**config.mk**
```make
export PLATFORM = sky130hd
export DESIGN_NAME = digit_sprite_renderer
export DESIGN_NICKNAME = d
export VERILOG_FILES = /design/src/rtl/digit_sprite_renderer.sv
export SDC_FILE = /design/constraint.sdc
export NUM_CORES = 1
export LEC_CHECK = 0
export BUFFER_PORTS_ARGS = -buffer_cell sky130_fd_sc_hd__buf_2
export CAP_MARGIN = 5
export CORE_UTILIZATION = 25
export DETAILED_ROUTE_END_ITERATION = 8
export PLACE_DENSITY_LB_ADDON = 0.08
export SYNTH_ARGS = -nofsm -noshare
export SYNTH_HDL_FRONTEND = slang
export SYNTH_SLANG_ARGS = --single-unit
```
**constraint.sdc**
```tcl
create_clock -name i_clk2 -period 2.75 [get_ports i_clk2]
set_clock_uncertainty 0.1 [all_clocks]
set_input_delay 0.275 -clock i_clk2 [delete_from_list [all_inputs] [get_ports i_clk2]]
set_output_delay 0.275 -clock i_clk2 [all_outputs]
set_load 0.02 [all_outputs]
```
**src/rtl/digit_sprite_renderer.sv**
```systemverilog
// rtl/digit_sprite_renderer.sv - overlays a 20x20 ROM digit sprite onto the VGA pixel stream
// Three-stage pipeline: window/address, ROM read alignment, pixel select.
module digit_sprite_renderer #(
  parameter logic [9:0] SPRITE_X    = 10'd600,
  parameter logic [9:0] SPRITE_Y    = 10'd20,
  parameter logic [7:0] TRANSPARENT = 8'h00,
  parameter logic [7:0] BG_COLOR    = 8'h00
) (
  input  logic       i_clk2,
  input  logic       i_reset,
  input  logic [9:0] i_x,
  input  logic [9:0] i_y,
  input  logic       i_video_on,
  input  logic       i_hsync,
  input  logic       i_vsync,
  input  logic [3:0] i_digit,
  output logic [9:0] o_numberaddr,
  output logic [3:0] o_digit_sel,
  input  logic [7:0] i_numberdata,
  output logic [7:0] o_pixel,
  output logic       o_hsync,
  output logic       o_vsync,
  output logic       o_video_on,
  output logic       o_sprite_hit
);

  // Window ends compared in 11 bits so a window near the right/bottom edge cannot wrap.
  localparam logic [10:0] X_END = {1'b0, SPRITE_X} + 11'd20;
  localparam logic [10:0] Y_END = {1'b0, SPRITE_Y} + 11'd20;

  logic       win_hit;
  logic [9:0] col;
  logic [9:0] row;
  logic [9:0] addr_d;

  logic       hit1_q, hit2_q;
  logic       hs1_q, hs2_q;
  logic       vs1_q, vs2_q;
  logic       von1_q, von2_q;
  logic [9:0] addr_q;

  logic [7:0] pixel_q, pixel_d;
  logic       sprite_hit_q, sprite_hit_d;
  logic       hs3_q, vs3_q, von3_q;

  logic       vs_prev_q;
  logic       edge_arm_q;
  logic       vs_fall;
  logic [3:0] digit_q, digit_d;

  always_comb begin
    win_hit = i_video_on
            && ({1'b0, i_x} >= {1'b0, SPRITE_X}) && ({1'b0, i_x} < X_END)
            && ({1'b0, i_y} >= {1'b0, SPRITE_Y}) && ({1'b0, i_y} < Y_END);
    col     = i_x - SPRITE_X;
    row     = i_y - SPRITE_Y;
    addr_d  = win_hit ? ((row << 4) + (row << 2) + col) : 10'd0;
  end

  always_ff @(posedge i_clk2) begin
    if (i_reset) begin
      hit1_q <= 1'b0;
      addr_q <= 10'd0;
      hs1_q  <= 1'b1;
      vs1_q  <= 1'b1;
      von1_q <= 1'b0;
      hit2_q <= 1'b0;
      hs2_q  <= 1'b1;
      vs2_q  <= 1'b1;
      von2_q <= 1'b0;
    end else begin
      hit1_q <= win_hit;
      addr_q <= addr_d;
      hs1_q  <= i_hsync;
      vs1_q  <= i_vsync;
      von1_q <= i_video_on;
      hit2_q <= hit1_q;
      hs2_q  <= hs1_q;
      vs2_q  <= vs1_q;
      von2_q <= von1_q;
    end
  end

  // Blanking forces black regardless of the configured background colour.
  always_comb begin
    pixel_d      = 8'h00;
    sprite_hit_d = 1'b0;
    if (von2_q) begin
      if (hit2_q && (i_numberdata != TRANSPARENT)) begin
        pixel_d      = i_numberdata;
        sprite_hit_d = 1'b1;
      end else begin
        pixel_d      = BG_COLOR;
      end
    end
  end

  always_ff @(posedge i_clk2) begin
    if (i_reset) begin
      pixel_q      <= 8'h00;
      sprite_hit_q <= 1'b0;
      hs3_q        <= 1'b1;
      vs3_q        <= 1'b1;
      von3_q       <= 1'b0;
    end else begin
      pixel_q      <= pixel_d;
      sprite_hit_q <= sprite_hit_d;
      hs3_q        <= hs2_q;
      vs3_q        <= vs2_q;
      von3_q       <= von2_q;
    end
  end

  // edge_arm_q masks the first post-reset cycle so a vsync already low is not seen as an edge.
  always_comb begin
    vs_fall = edge_arm_q && vs_prev_q && !i_vsync;
    digit_d = digit_q;
    if (vs_fall) begin
      digit_d = (i_digit <= 4'd9) ? i_digit : 4'd0;
    end
  end

  always_ff @(posedge i_clk2) begin
    if (i_reset) begin
      vs_prev_q  <= 1'b1;
      edge_arm_q <= 1'b0;
      digit_q    <= 4'd0;
    end else begin
      vs_prev_q  <= i_vsync;
      edge_arm_q <= 1'b1;
      digit_q    <= digit_d;
    end
  end

  assign o_numberaddr = addr_q;
  assign o_digit_sel  = digit_q;
  assign o_pixel      = pixel_q;
  assign o_sprite_hit = sprite_hit_q;
  assign o_hsync      = hs3_q;
  assign o_vsync      = vs3_q;
  assign o_video_on   = von3_q;

endmodule

```
==> results.toml <==
[final_layout]
instances_no_fill = 314
fillers = 688
final_util = 0.3460
fin_nets = 295
largest_reg_flops = 10
syn_to_final_growth_pct = 33.59
diodes = 0
drive_gt1_frac = 0.3755

[power]
power.density_mw_per_mm2 = 542.2
vdd_drop_max_mv = 0.3332
leakage_nw = 1.122

[clocking]
clock_sinks = 35
numCtsBuffers = 5
cts.clk_slew.worst_paths_ns = 0.07
cts_tree = "built"
cts_root_buffer = "clkbuf_8"
worstSkewPairLatency_ns = 0.28
cts.htree.levels = 2
postCtsHoldBufs = 0
cts_buffer_depth = 2

[yosys]
async_flop_share = 0
netlist_area_mm2 = 0.001654
ys_types = 31
yosysSeqAreaShare = 0.4236
synth_top_area_frac = 0.4236
syn-num-nets = 219
synthTopCellsByArea = "dfxtp_1 42%, ha_1 11%, fa_1 7.3%"
synth_edf_count = 0
synthFlopType = "dfxtp_1"
avgSynthCellArea_um2 = 10.27
synth_cells = 161
synth_top_area_cell = "dfxtp_1"
yosys_warnings = 0
ys_ff_latch = 35

[outcome]
outcome = "completed"

[drt]
antenna_left = 0
post_drt_wl_per_cell_um = 9.968
routed_wl_um = 3130
viasPerCell = 4.010
drc = 0
drt_iter0_markers = 5
drt_first_pass_iters = 3
vias = 1259

[grt]
antenna_found_initial = 0
grt_start_max_net_pins = 16
grt_pass1_wl_um = 5589
grt.overflow.total = 0
grt.total_usage = 0.1020
first_global_vias = 1254

[flow_run]
drv_cap = 0

[floorplanning]
core.rowCount = 29
start_util = 0.2590
ios = 63
fp.dieW_um = 83.34
core_mm2 = 0.006386
die_y_um = 83.34
fp.dieArea_mm2 = 0.006946

[sta]
setup-violations-final = 0
post-route-min-period_ns = 2.557
setup_slack_ns = 0.1930
grt_setup_unrepaired = "false"
finalCritPeriodShare = 0.9298
max_freq_mhz = 391.1
drv_slew = 0
tightest_slew_ns = 0.4930
hold_viol = 0
slew_headroom = 0.6713

[placement]
placedCellCount = 307
hpwl_um = 2618
dp_slack_ns = -0.1875
place_congestion = 0.7086
port_buffers = 62

[setup_path]
cp_num_buf_inv = 4
rrSetupSlack_ns = 1.46
crit_family = "adder cells"
crit_type = "input port to flop"
cpMostUsedCell = "ha_1"
crit_chain = "buf_2 > inv_1 > ha_1 > xor2_1 > fa_1 > inv_1 > ha_1 > ha_1 > buf_4 > a21o_1 > a21oi_1 > xnor2_1 > and2_1"
critPathRequiredTime_ns = 2.83
arrival_ns = 2.64
end_kind = "flop"
slowest_stage = "fa_1"
start_kind = "input port"
crit_path_max_incr_delay_ns = 0.49
crit_fanout = 3

[hold_path]
hp-class = "input port to flop"
## logic make-up after synthesis
family / synth area share
AND/OR/NAND/NOR: 0.2058
adder cells (fa/ha/maj): 0.1861
multiplexers: 0.006052
XOR/XNOR: 0.05295
AO/OA/AOI/OAI: 0.07110
flip-flops: 0.4236
buffers and inverters: 0.05446
## final timing paths
path | cells after the start | startpoint | to
max | 13 | i_y[3] | o_numberaddr[8]
min | 2 | i_hsync | hs1_q
min reg2reg | 1 | hs2_q | o_hsync
max reg2reg | 4 | von2_q | o_pixel[0]
## synthesized netlist by cell type (2+ instances only)
cell type / count
fa_1: 6
or2_2: 6
nand2_1: 2
xor2_1: 4
dfxtp_1: 35
xnor2_1: 6
a21oi_1: 11
nor4_1: 4
o21ai_0: 4
inv_1: 23
ha_1: 15
nor2_1: 6
and2_1: 15
nor3b_1: 2
nor2b_1: 4
a211oi_1: 2
a21o_1: 2
## cell type report
class | instances | area, um2 | share of cell area
Sequential cell | 35 | 700.7 | 0.3171
Timing Repair Buffer | 70 | 370.4 | 0.1676
Clock inverter | 1 | 5.005 | 0.002265
Clock buffer | 6 | 82.58 | 0.03737
Tap cell | 77 | 96.34 | 0.04360
Multi-Input combinational cell | 102 | 868.3 | 0.3930
Inverter | 23 | 86.33 | 0.03907
## cell usage in the layout, fill, tap and decap left out, types with 2 or more instances in the layout
cell,n
nor3b_1,2
clkbuf_8,6
o21ai_1,2
xnor2_1,6
xor2_1,4
fa_1,6
o21ai_0,3
a21o_1,2
buf_4,8
nor2_1,6
or2_2,6
nor4_1,4
buf_2,62
nand2_1,2
and2_1,15
nor2b_1,4
dfxtp_1,35
inv_1,23
ha_1,15
a21oi_1,11
## per-stage QoR
step	setup TNS (ns)	total power (W)	hold slack [ns]	area, um2
floorplan	0	0.0007348	0.2466	1654
global placement	-0.1733	0.0008483	0.2912	2117
detailed placement	-0.3131	0.0008475	0.2932	2117
CTS	0	0.001222	0.07219	2205
global route	0	0.001292	0.08424	2210
finish	0	0.001198	0.08713	2210
## power by group
part | leakage [nW] | switching [W] | internal, W | total (W)
logic | 0.791 | 0.000155 | 0.000165 | 0.000320
clock network | 0.0470 | 0.000166 | 0.000196 | 0.000362
registers | 0.284 | 0.00000192 | 0.000514 | 0.000516
## per-layer routing
layer | global-route usage | vias up | wire (um)
met5 | 0 | - | 0
li1 | - | 675 | -
met4 | 0.05643 | 0 | 83
met3 | 0.02684 | 5 | 161
met2 | 0.1647 | 35 | 1408
met1 | 0.1229 | 544 | 1477
## timing repair
action	4_1_cts	5_1_grt
endpoints found under the hold margin	0	0
setup endpoints to repair	0	1
gates resized for setup	0	2
setup buffers	0	0
No activity file was read; power rests on OpenSTA's default activity.
